<file path="config.mk">
export PLATFORM = sky130hd
export DESIGN_NAME = memoryer
export DESIGN_NICKNAME = d
export VERILOG_FILES = /design/src/rtl/memoryer_pkg.sv /design/src/rtl/mem_aligner.sv /design/src/rtl/memoryer.sv
export SDC_FILE = /design/constraint.sdc
export NUM_CORES = 1
export LEC_CHECK = 0
export CORE_ASPECT_RATIO = 1.75
export CORE_MARGIN = 1.5
export CORE_UTILIZATION = 40
export DETAILED_ROUTE_END_ITERATION = 6
export PLACE_DENSITY = 0.73
export SLEW_MARGIN = 40
export SYNTH_ARGS = -nofsm -noshare
export SYNTH_HDL_FRONTEND = slang
export SYNTH_SLANG_ARGS = --single-unit
</file>
<file path="constraint.sdc">
create_clock -name clk -period 4.7 [get_ports clk]
set_clock_uncertainty 0.1 [all_clocks]
set_input_delay 0.94 -clock clk [delete_from_list [all_inputs] [get_ports clk]]
set_output_delay 0.94 -clock clk [all_outputs]
set_load 0.05 [all_outputs]
</file>
<file path="src/rtl/memoryer_pkg.sv">
// Shared definitions for the memory stage: memory op encoding, decoded control
// bundle, FSM state codes and small op-classification helpers.
package memoryer_pkg;

  typedef enum logic [3:0] {
    MEM_NONE,
    LB,
    LH,
    LW,
    LBU,
    LHU,
    SB,
    SH,
    SW
  } mem_op_t;

  typedef struct packed {
    mem_op_t    mem_op;
    logic [4:0] rd;
  } control_info;

  typedef logic [1:0] state_t;
  localparam state_t IDLE = 2'd0;
  localparam state_t REQ  = 2'd1;
  localparam state_t RESP = 2'd2;

  function automatic logic is_store(mem_op_t op);
    return (op == SB) || (op == SH) || (op == SW);
  endfunction

  // Halfword ops need a[0]==0, word ops need a[1:0]==0.
  function automatic logic is_misaligned(mem_op_t op, logic [1:0] lo);
    case (op)
      LH, LHU, SH: return lo[0];
      LW, SW:      return lo != 2'b00;
      default:     return 1'b0;
    endcase
  endfunction

  // Lane offset actually used: offending low bits are dropped.
  function automatic logic [1:0] align_lo(mem_op_t op, logic [1:0] lo);
    case (op)
      LH, LHU, SH: return {lo[1], 1'b0};
      LW, SW:      return 2'b00;
      default:     return lo;
    endcase
  endfunction

endpackage

</file>
<file path="src/rtl/mem_aligner.sv">
// Byte-lane logic: store strobes and lane replication, load extract and
// sign/zero extension. Purely combinational.
module mem_aligner
  import memoryer_pkg::*;
(
  input  mem_op_t     mem_op,
  input  logic [1:0]  lo,
  input  logic [31:0] store_data,
  input  logic [31:0] rdata,
  output logic [3:0]  wstrb,
  output logic [31:0] wdata,
  output logic [31:0] load_data
);

  logic [15:0] h;
  logic [7:0]  b;

  assign h = 16'(rdata >> {lo, 3'b000});
  assign b = h[7:0];

  always_comb begin
    wstrb     = 4'b0000;
    wdata     = 32'h0;
    load_data = 32'h0;
    case (mem_op)
      SB: begin
        wstrb = 4'b0001 << lo;
        wdata = {4{store_data[7:0]}};
      end
      SH: begin
        wstrb = 4'b0011 << lo;
        wdata = {2{store_data[15:0]}};
      end
      SW: begin
        wstrb = 4'b1111;
        wdata = store_data;
      end
      LB:      load_data = {{24{b[7]}}, b};
      LBU:     load_data = {24'h0, b};
      LH:      load_data = {{16{h[15]}}, h};
      LHU:     load_data = {16'h0, h};
      LW:      load_data = rdata;
      default: ;
    endcase
  end

endmodule

</file>
<file path="src/rtl/memoryer.sv">
// Memory stage: accepts one op at a time, runs a single data-memory access
// with a timeout, and emits a one-cycle writeback pulse.
// Optional feature: MISALIGN_CHECK_EN rejects misaligned half/word accesses.
module memoryer
  import memoryer_pkg::*;
#(
  parameter int TIMEOUT_CYCLES = 64
) (
  input  logic        clk,
  input  logic        rstn,
  input  logic        valid_in,
  output logic        ready_out,
  input  control_info ctr_info,
  input  logic [31:0] exec_result,
  input  logic [31:0] rs2_val,
  output logic        dmem_req,
  output logic        dmem_we,
  output logic [31:0] dmem_addr,
  output logic [31:0] dmem_wdata,
  output logic [3:0]  dmem_wstrb,
  input  logic        dmem_ack,
  input  logic [31:0] dmem_rdata,
  output logic        valid_out,
  output logic [31:0] mem_result,
  output logic [4:0]  rd_out,
  output logic        wb_en,
  output logic        bus_err,
  output logic        misaligned
);

  localparam int CW = $clog2(TIMEOUT_CYCLES + 1);

  state_t        state;
  mem_op_t       op;
  logic [4:0]    rd;
  logic [31:0]   addr;
  logic [31:0]   sdata;
  logic [CW-1:0] cnt;
  logic [31:0]   res;
  logic          wb, berr, mis;

  logic [3:0]    strb;
  logic [31:0]   wdat, ldat;
  logic          in_req, in_resp, accept, timeout, bad;

  mem_aligner u_aligner (
    .mem_op     (op),
    .lo         (addr[1:0]),
    .store_data (sdata),
    .rdata      (dmem_rdata),
    .wstrb      (strb),
    .wdata      (wdat),
    .load_data  (ldat)
  );

  assign in_req  = (state == REQ);
  assign in_resp = (state == RESP);
  assign accept  = valid_in && ready_out;
  assign timeout = (cnt == CW'(TIMEOUT_CYCLES - 1));

`ifdef MISALIGN_CHECK_EN
  assign bad = is_misaligned(ctr_info.mem_op, exec_result[1:0]);
`else
  assign bad = 1'b0;
`endif

  always_ff @(posedge clk) begin
    if (rstn) begin
      state <= IDLE;
      op    <= MEM_NONE;
      rd    <= 5'd0;
      addr  <= 32'h0;
      sdata <= 32'h0;
      cnt   <= '0;
      res   <= 32'h0;
      wb    <= 1'b0;
      berr  <= 1'b0;
      mis   <= 1'b0;
    end else begin
      case (state)
        IDLE: if (accept) begin
          op    <= ctr_info.mem_op;
          rd    <= ctr_info.rd;
          addr  <= {exec_result[31:2], align_lo(ctr_info.mem_op, exec_result[1:0])};
          sdata <= rs2_val;
          cnt   <= '0;
          berr  <= 1'b0;
          mis   <= 1'b0;
          if (ctr_info.mem_op == MEM_NONE) begin
            res   <= exec_result;
            wb    <= (ctr_info.rd != 5'd0);
            state <= RESP;
          end else if (bad) begin
            res   <= 32'h0;
            wb    <= 1'b0;
            mis   <= 1'b1;
            state <= RESP;
          end else begin
            state <= REQ;
          end
        end
        // ACK is checked first so a completion on the last allowed cycle wins.
        REQ: if (dmem_ack) begin
          res   <= is_store(op) ? 32'h0 : ldat;
          wb    <= !is_store(op) && (rd != 5'd0);
          state <= RESP;
        end else if (timeout) begin
          res   <= 32'h0;
          wb    <= 1'b0;
          berr  <= 1'b1;
          state <= RESP;
        end else begin
          cnt <= cnt + 1'b1;
        end
        default: state <= IDLE;
      endcase
    end
  end

  assign ready_out  = (state == IDLE);
  assign dmem_req   = in_req;
  assign dmem_we    = in_req && is_store(op);
  assign dmem_addr  = in_req ? {addr[31:2], 2'b00} : 32'h0;
  assign dmem_wstrb = in_req ? strb : 4'b0000;
  assign dmem_wdata = in_req ? wdat : 32'h0;

  assign valid_out  = in_resp;
  assign mem_result = in_resp ? res : 32'h0;
  assign rd_out     = in_resp ? rd : 5'd0;
  assign wb_en      = in_resp && wb;
  assign bus_err    = in_resp && berr;
  assign misaligned = in_resp && mis;

endmodule

</file>
==> impl_metrics.py <==
metrics = {
    "status": {
        "status": "finished, final reports clean",
    },
    "power_and_ir_drop": {
        "p_comb_share_pct": 21.5,
        "p_leak_uw": 0.00319,
        "p_per_area_nw_per_um2": 346,
        "clkPwrFrac_pct": 42.2,
        "intPower_uw": 2160,
        "irDropWorstVdd_mv": 0.215,
        "p_total_uw": 3110,
        "p_seq_share_pct": 36.3,
        "swShare_pct": 30.7,
        "p_switching_uw": 955,
    },
    "clocking": {
        "postCtsSetupBuffers": 0,
        "cts.path.max_buffers": 2,
        "cts_buffers": 17,
        "insertion_delay_ns": 0.41,
        "clkSinkCount": 116,
        "clkTransAtPathRegs_ns": 0.06,
        "cts_resized": 0,
        "cts_tree": "yes",
        "htree_levels": 4,
        "root_buffer": "clkbuf_16",
        "cts_hold_buf": 0,
    },
    "cells_and_area": {
        "diodes": 0,
        "seqCellArea_um2": 2320,
        "drive_gt1_share_pct": 7.58,
        "multiInputGateArea_um2": 3590,
        "stdcell_count": 1215,
        "fillers": 1440,
        "nNetsFinal": 1126,
        "area_growth_pct": 44.3,
    },
    "floorplan": {
        "io_pins": 221,
        "die-area_um2": 16400,
        "rows": 60,
        "die_h_um": 168,
        "start_util_pct": 40.7,
        "core_area_um2": 15300,
        "die_x_um": 97.4,
    },
    "flow_run": {
        "maxCapViolations": 0,
    },
    "yosys": {
        "syn-mean-instance-area_um2": 7.44,
        "synth_warnings": 0,
        "netlist_area_um2": 6240,
        "yosysSeqAreaShare_pct": 37.2,
        "ys_types": 55,
        "synthTopCellsByCount": "nand2_1, dfxtp_1, a21oi_1",
        "ys_async_sr_fraction_pct": 0,
        "synth_area_leader_cell": "dfxtp_1",
        "synth_area_leaders": "dfxtp_1, nand2_1, and2_1",
        "synth-edff-count": 0,
        "netlist.area_leader.share_pct": 37.2,
        "synth_cells": 839,
        "yosysMostFrequentCell": "nand2_1",
        "synth_ff_type": "dfxtp_1",
        "ys_ff_latch": 116,
    },
    "drt": {
        "first_pass_iters": 4,
        "avgRoutedWirePerCell_um": 17.7,
        "drc": 0,
        "ant_nets": 0,
        "avgViaCountPerCell": 5.34,
        "vias": 6491,
        "drtIter0Drc": 190,
        "drt-total-wl_mm": 21.5,
    },
    "timing": {
        "slew_viol_final": 0,
        "timing.final.hold_violations": 0,
        "finalSetupViolCount": 0,
        "hold-worst-slack_ns": 0.349,
        "setup_ws_ns": 0.424,
        "period_share_pct": 91.0,
        "fin_tns_setup_ns": 0,
        "finalCriticalPeriod_ns": 4.28,
        "tightest_slew_ns": 0.781,
        "slew_headroom_pct": 47.7,
        "rsz0062_at_grt": "no",
        "fmax_ghz": 0.234,
    },
    "worst_hold_path": {
        "hold-path-cell-count": 2,
        "min_from": "addr[19]",
        "hold_path_class": "reg -> reg",
        "min_to": "addr[19]",
    },
    "critical_path": {
        "arrival_ns": 3.24,
        "slowest_stage": "clkdlybuf4s50_1",
        "worst-r2r-setup-slack_ns": 1.67,
        "worstSetupStartpointType": "register",
        "critPathKind": "reg -> out",
        "cp.buffers_inverters": 2,
        "critical_path.top_delay_family": "buffers and inverters",
        "worstPathRequired_ns": 3.66,
        "cpMostUsedCell": "nor2_1",
        "timing.rr.start": "state[0]",
        "crit_chain": "nor3_1 -> and2_1 -> buf_4 -> nor2_1 -> nor2_1 -> clkdlybuf4s50_1",
        "cpPeakStageDelay_ns": 0.89,
        "cp_max_fo": 29,
        "end_kind": "output port",
        "reg2reg_depth": 6,
        "rr_endpoint": "res[10]",
    },
    "grt": {
        "grt_max_degree": 60,
        "grt_overflow": 0,
        "grt_first_pass_wirelength_mm": 34.0,
        "grt_pass1_vias": 6520,
        "grt_use_total_pct": 26.2,
        "antenna_found_initial": 0,
    },
    "placement": {
        "dp_cells": 1183,
        "dpl_worst_slack_ns": 0.876,
        "place_congestion": 0.823,
        "io_buffer_count": 217,
        "dp_hpwl_mm": 15.3,
    },
}
power by group through the flow:
stage	sequential (uW)	clock (uW)	combinational (uW)
after floorplan	1120	0	445
after global routing	1140	1380	736
final	1130	1310	669
after detailed placement	1150	0	669
after global placement	1150	0	662
after CTS	1130	1330	672
kinds of logic after synthesis:
logic type	Yosys count	share of synthesized area, %
fa+ha+maj	1	0.201
buf+inv	78	5.54
compound gates	201	19.8
other cells	1	0.0601
flops	116	37.2
simple gates	403	30.7
xor+xnor	4	0.562
mux	35	6.00
flip-flops by register name, indices dropped and copies added (netlist names):
signal  flops
addr       32
berr        1
cnt         7
op          4
rd          5
res        32
sdata      32
state       2
wb          1
worst max path at each step:
stage	from	endpoint	cells past startpoint
finish	op[0]	dmem_we	6
global route	op[0]	dmem_we	6
CTS	op[0]	dmem_we	6
detailed placement	op[0]	dmem_we	6
global placement	op[0]	dmem_we	6
floorplan	op[1]	dmem_wdata[0]	6
metal layers:
layer,share of wire [%],vias up,GRT usage (%)
met4,5.4,0,15.8
met3,5.5,52,5.31
met1,38,2992,28.3
met5,0,-,0
met2,51,252,46.7
li1,-,3195,-
cell usage in the layout (no fill, tap or decap), types with 3 or more instances in the layout:
master	netlist	routed
nand2_1	208	207
inv_6	0	4
a221oi_1	8	8
nand2b_1	4	3
o21ai_0	16	16
buf_4	6	22
nor3_1	12	12
nor2_1	42	42
nor3b_1	3	3
dfxtp_1	116	116
mux2_2	9	9
a2bb2oi_1	7	7
o31ai_1	7	7
clkinvlp_4	0	5
inv_1	4	4
mux2i_1	25	25
a21oi_1	110	110
a22oi_1	10	10
o22ai_1	16	16
nor2b_1	10	9
o21a_1	3	3
a311oi_1	9	9
clkdlybuf4s50_1	0	207
conb_1	1	3
clkbuf_16	0	17
and2_1	102	101
a211oi_1	8	8
metrics by stage:
step / util, % / area (um^2)
final: 58.8 / 9000
after global routing: 58.8 / 9000
after CTS: 58.8 / 9000
after detailed placement: 54.8 / 8400
after global placement: 54.8 / 8400
after floorplan: - / 6250
worst register-to-register path, cell delays in order (launching register included):
cell,delay (ns)
dfxtp_1,0.46
nand2b_2,0.38
inv_2,0.55
nand4b_1,0.21
nor2_2,0.64
nand2_1,0.27
a311oi_1,0.32
area by class of cell:
cell class / instances / area share (%)
clock buffer: 19 / 5.03
tap: 186 / 2.59
timing repair buffer: 229 / 24.9
inverter: 5 / 0.208
multi-input combinational: 647 / 39.9
clock inverter: 13 / 1.63
sequential: 116 / 25.8
No activity file was read; power rests on OpenSTA's default activity.
==> edit 1 (same flow settings) <==
The option `MISALIGN_CHECK_EN` is turned on by a define.
--- a/src/rtl/memoryer.sv
+++ b/src/rtl/memoryer.sv
@@ -2,4 +2,6 @@
 // with a timeout, and emits a one-cycle writeback pulse.
 // Optional feature: MISALIGN_CHECK_EN rejects misaligned half/word accesses.
+`define MISALIGN_CHECK_EN
+
 module memoryer
   import memoryer_pkg::*;
Behaviour: not the same (a bounded check fails within 4 cycles, from zero or initial values and one cycle with rstn high).
==> edit 1 against the unedited design <==
Largest cell class unchanged. Count of clock-buffer cells in the layout down 2. Total power up 3.0%. Hold slack better by 0.0011 ns. Sequential cell count up 1. Synthesized area up 5.4%. Design area up 4.1%. Routed wire length up 8.4%. Worst setup slack better by 0.15 ns. Die area up 5.3%.
==> edit 1: results (changes against the unedited design) <==
| Metric | Value |
|---|---|
| Status | finished, final reports clean |
| Number of global-route vias before repair | 6,913 (+6.0%) |
| Synth area leaders | dfxtp_1 (36%), nand2_1 (12%), a21oi_1 (11%), and2_1 (7.6%), o31ai_1 (4.1%) |
| Input/output buffers | 218 (+0.46%) |
| Grt met3 use | 5.21% (-0.099 points) |
| Top post-synthesis cells by count | nand2_1 (208), a21oi_1 (140), dfxtp_1 (117), and2_1 (80), clkbuf_1 (40) |
| Leakage | 3.38 nW (+6.0%) |
| Total number of vias | 6,979 (+7.5%) |
| WP data arrival | 3.09 ns (-0.15 ns) |
| Worst vdd ir | 247 uV (+15%) |
| Gr usage total | 26.7% (+0.51 points) |
| Worst-Margin Slew | 0.772 ns (-0.00884 ns) |
| Initial antenna violation count | 0 (unchanged) |
| Largest net degree at the start of global routing | 77 (+28%) |
| Comb power frac | 19.3% (-2.2 points) |
| CP max stage delay | 0.87 ns (-0.02 ns) |
| GRT met2 Usage | 49.2% (+2.5 points) |
| Detailed Routing Iterations Pass 1 | 5 (+1) |
| Synth unique cells | 60 (+9.1%) |
| Seq pwr share | 35.6% (-0.7 points) |
| Final GP Congestion | 0.926 (+13%) |
| Sw Ratio | 29.0% (-1.7 points) |
| Layout cells sized above 1 | 8.77% (+1.2 points) |
| Wire length of the first global-routing pass | 36.1 mm (+6.2%) |
| M1 GR Usage | 27.7% (-0.61 points) |
| Clock Power | 1.44 mW (+9.9%) |
| Iteration-0 DRC Markers | 442 (+130%) |
| Sequential element share of the synthesized area | 35.6% (-1.6 points) |
## edit 1: cell types whose count changed after synthesis, moves of 9 or more
cell,unedited run,this run
nor3_1,12,3
a311oi_1,9,0
and2_1,102,80
mux2i_1,25,12
o22ai_1,16,0
a21oi_1,110,140
a31oi_1,0,10
clkbuf_1,49,40
a211oi_1,8,17
o31ai_1,7,36
## edit 1: stage by stage
| step | utilization, % | area [um2] | cells |
|---|---|---|---|
| CTS | 58.7 | 9370 | 1249 |
| global placement | 54.4 | 8680 | 1216 |
| detailed placement | 54.6 | 8720 | 1218 |
| finish | 58.8 | 9380 | 1249 |
| floorplan | - | 6580 | 876 |
| global route | 58.8 | 9380 | 1249 |
## edit 1: layout make-up
class | instances | area share, %
clock buffers | 17 | 4.54
clock inverters | 14 | 2.39
inverters | 10 | 0.400
multi-input cells | 671 | 40.7
flip-flops and latches | 117 | 25.0
well taps | 189 | 2.52
repair buffers | 231 | 24.4
## edit 1: worst paths after layout
| check | startpoint | cells past startpoint | endpoint | slack, ns |
|---|---|---|---|---|
| max reg2reg | state[0] | 6 | res[3] | 1.87 |
| max | op[1] | 8 | dmem_wstrb[3] | 0.57 |
| min reg2reg | addr[20] | 2 | addr[20] | 0.35 |
| min | addr[20] | 2 | addr[20] | 0.35 |
## edit 1: logic make-up (layout without fill, tap and decap cells)
family | count (synthesis) | count (layout) | synth area share, %
compound gates | 275 | 275 | 26.6
xor+xnor | 5 | 5 | 0.666
fa+ha+maj | 1 | 1 | 0.190
buf+inv | 88 | 272 | 6.64
flops | 117 | 117 | 35.6
mux | 27 | 27 | 4.40
other cells | 1 | 2 | 0.0570
simple gates | 361 | 361 | 25.8
## edit 1: per-layer routing
metal  vias up  wire length (um)
met5         -                 0
li1       3388                 -
met4         0              1270
met3        72              1220
met2       297             12300
met1      3222              8490
==> edit 2 (same settings) <==
Without the edit above. Make the reset (`rstn`) asynchronous in one clocked block.
--- a/src/rtl/memoryer.sv
+++ b/src/rtl/memoryer.sv
@@ -65,5 +65,5 @@
 `endif
 
-  always_ff @(posedge clk) begin
+  always_ff @(posedge clk or posedge rstn) begin
     if (rstn) begin
       state <= IDLE;
Check against the original RTL: differs if rstn is asserted again (counterexample within 4 cycles, from zero or initial values and one cycle with rstn high); with rstn held inactive, the same outputs for 4 cycles.
==> edit 2 against the unedited design <==
Sequential cell count did not move. Maximum frequency is 1.5% higher. Worst setup slack better by 0.065 ns. Design area is 4.2% higher. Routed wire length increased by 4.3%. Hold slack better by 0.017 ns. Register-to-register slack improved by 0.25 ns. Global-route usage grew 0.45 points. Critical path depth is 1 lower. Synthesized area increased by 5.2%. Non-clock buffer count unchanged. Critical path type unchanged. Largest cell class unchanged. Highest routed layer unchanged.
Power is not compared: it rests on default switching activity, and its combinational part moved more than twofold at a synthesized area within 25%.
==> edit 2: results (changes against the unedited design) <==
| Metric | Value |
|---|---|
| Clock-pin slew on the worst setup and hold paths | 0.06 ns (about the same) |
| FF-to-FF Start | state[1] |
| Post-CTS sizing | 0 (unchanged) |
| Gr usage total | 26.7% (+0.45 points) |
| Input/output buffers | 217 (unchanged) |
| Detailed Routing Iterations Pass 1 | 5 (+1) |
| WL final | 22.4 mm (+4.3%) |
| H-tree Lvls | 4 (unchanged) |
| Reg2Reg Depth | 7 (+1) |
| HP Class | reg2reg |
| Layout cells sized above 1 | 10.4% (+2.8 points) |
| Wire length of the first global-routing pass | 34.9 mm (+2.6%) |
| Dpl cell area | 8780 um2 (+4.5%) |
| Top flop regs | addr (32), res (32), sdata (32) |
| Reg-to-reg setup timing slack | 1.92 ns (+0.25 ns) |
| YS warnings | 0 (unchanged) |
| Largest net degree at the start of global routing | 80 (+33%) |
| Synth unique cells | 58 (+5.5%) |
| Place WS | 0.945 ns (+0.0693 ns) |
| WP data arrival | 3.17 ns (-0.07 ns) |
| Synth area leaders | dfrtp_1 (44%), nand2_1 (16%), and2_1 (7.6%), a22oi_1 (3.8%), mux2_2 (2.6%) |
| ANT cells | 0 (unchanged) |
| Clock buffer depth | 2 (unchanged) |
| Total number of vias | 6,278 (-3.3%) |
| Worst-Margin Slew | 0.788 ns (+0.00685 ns) |
| Iteration-0 DRC Markers | 287 (+51%) |
| Startpoint of the worst hold path | addr[20] |
| Synth async-reset ratio | 100% (+100 points) |
| Top post-synthesis cells by count | nand2_1 (272), dfrtp_1 (116), and2_1 (80), a22oi_1 (33), nor2_1 (33) |
| WHS Path Cells | 2 (unchanged) |
| Post-route insts no fill | 1,178 (-3.0%) |
| Hold_ws | 0.366 ns (+0.0174 ns) |
| Post-CTS Hold Fix Bufs | 0 (unchanged) |
| Critical path fanouts, max | 14 (-52%) |
| Initial antenna violation count | 0 (unchanged) |
| Leakage | 4.27 nW |
| Hold Path Sink | addr[20] |
| CTS buffer count | 17 (unchanged) |
| Root Buffer | clkbuf_16 |
| Worst skew pair latency | 0.41 ns (about the same) |
| Inst Count DP | 1,146 (-3.1%) |
| CP startpoint | op[1] |
| Final GP Congestion | 0.869 (+5.6%) |
| Status | finished, final reports clean |
| Worst r2r dst | res[6] |
| Dpl hpwl | 16.3 mm (+7.0%) |
| Sequential element share of the synthesized area | 44.2% (+7.0 points) |
| Syn_area_per_cell | 8.38 um2 (+13%) |
| Worst vdd ir | 300 uV |
## edit 2: cell types whose count changed after synthesis, moves of 11 or more
cell / change
dfrtp_1: +116
dfxtp_1: -116
a21oi_1: -80
nand2_1: +64
a22oi_1: +23
mux2i_1: -23
and2_1: -22
clkbuf_1: -19
o22ai_1: -16
a22o_1: +14
nor3_1: -11
## edit 2: routing by layer
metal | GRT usage (%) | vias to the layer above | routed length [um]
li1 | - | 2995 | -
met1 | 29.4 | 2967 | 8130
met2 | 49.9 | 268 | 12300
met3 | 3.92 | 48 | 1170
met4 | 11.9 | 0 | 806
met5 | 0 | - | 0
## edit 2: worst max-delay path by stage
stage	to	slack, ns
2_1_floorplan	addr[0]	0.59
6_report	dmem_we	0.49
3_3_place_gp	dmem_we	1.0
4_1_cts	dmem_we	0.49
3_5_place_dp	dmem_we	0.95
5_1_grt	dmem_wdata[13]	0.27
## edit 2: worst max-delay path, cell delays in order, from the launching register on
cell             delay, ns
dfrtp_1               0.48
nor3_2                0.34
and2_1                0.56
nor2_1                0.17
nor2_2                0.33
clkdlybuf4s50_1       0.88
## edit 2: report_power, final
part           internal [mW]  switching [mW]
Sequential              1.40           0.363
Combinational          0.848            1.41
Clock                  0.815           0.498
## edit 2: cell type report
type	count	area [um2]
clock buffers	19	453
flip-flops and latches	116	2900
inverters	12	52.6
well taps	189	236
repair buffers	229	2240
clock inverters	13	149
fillers	1425	6570
multi-input cells	600	3350
## edit 2: cells by family after synthesis
kind of cell    count (synthesis)  synth area share (%)
fa+ha+maj                       1                 0.191
flops                         116                  44.2
compound gates                141                  15.9
mux                            18                  3.22
simple gates                  433                  30.7
buf+inv                        69                  5.15
other cells                     1                0.0571
xor+xnor                        4                 0.534
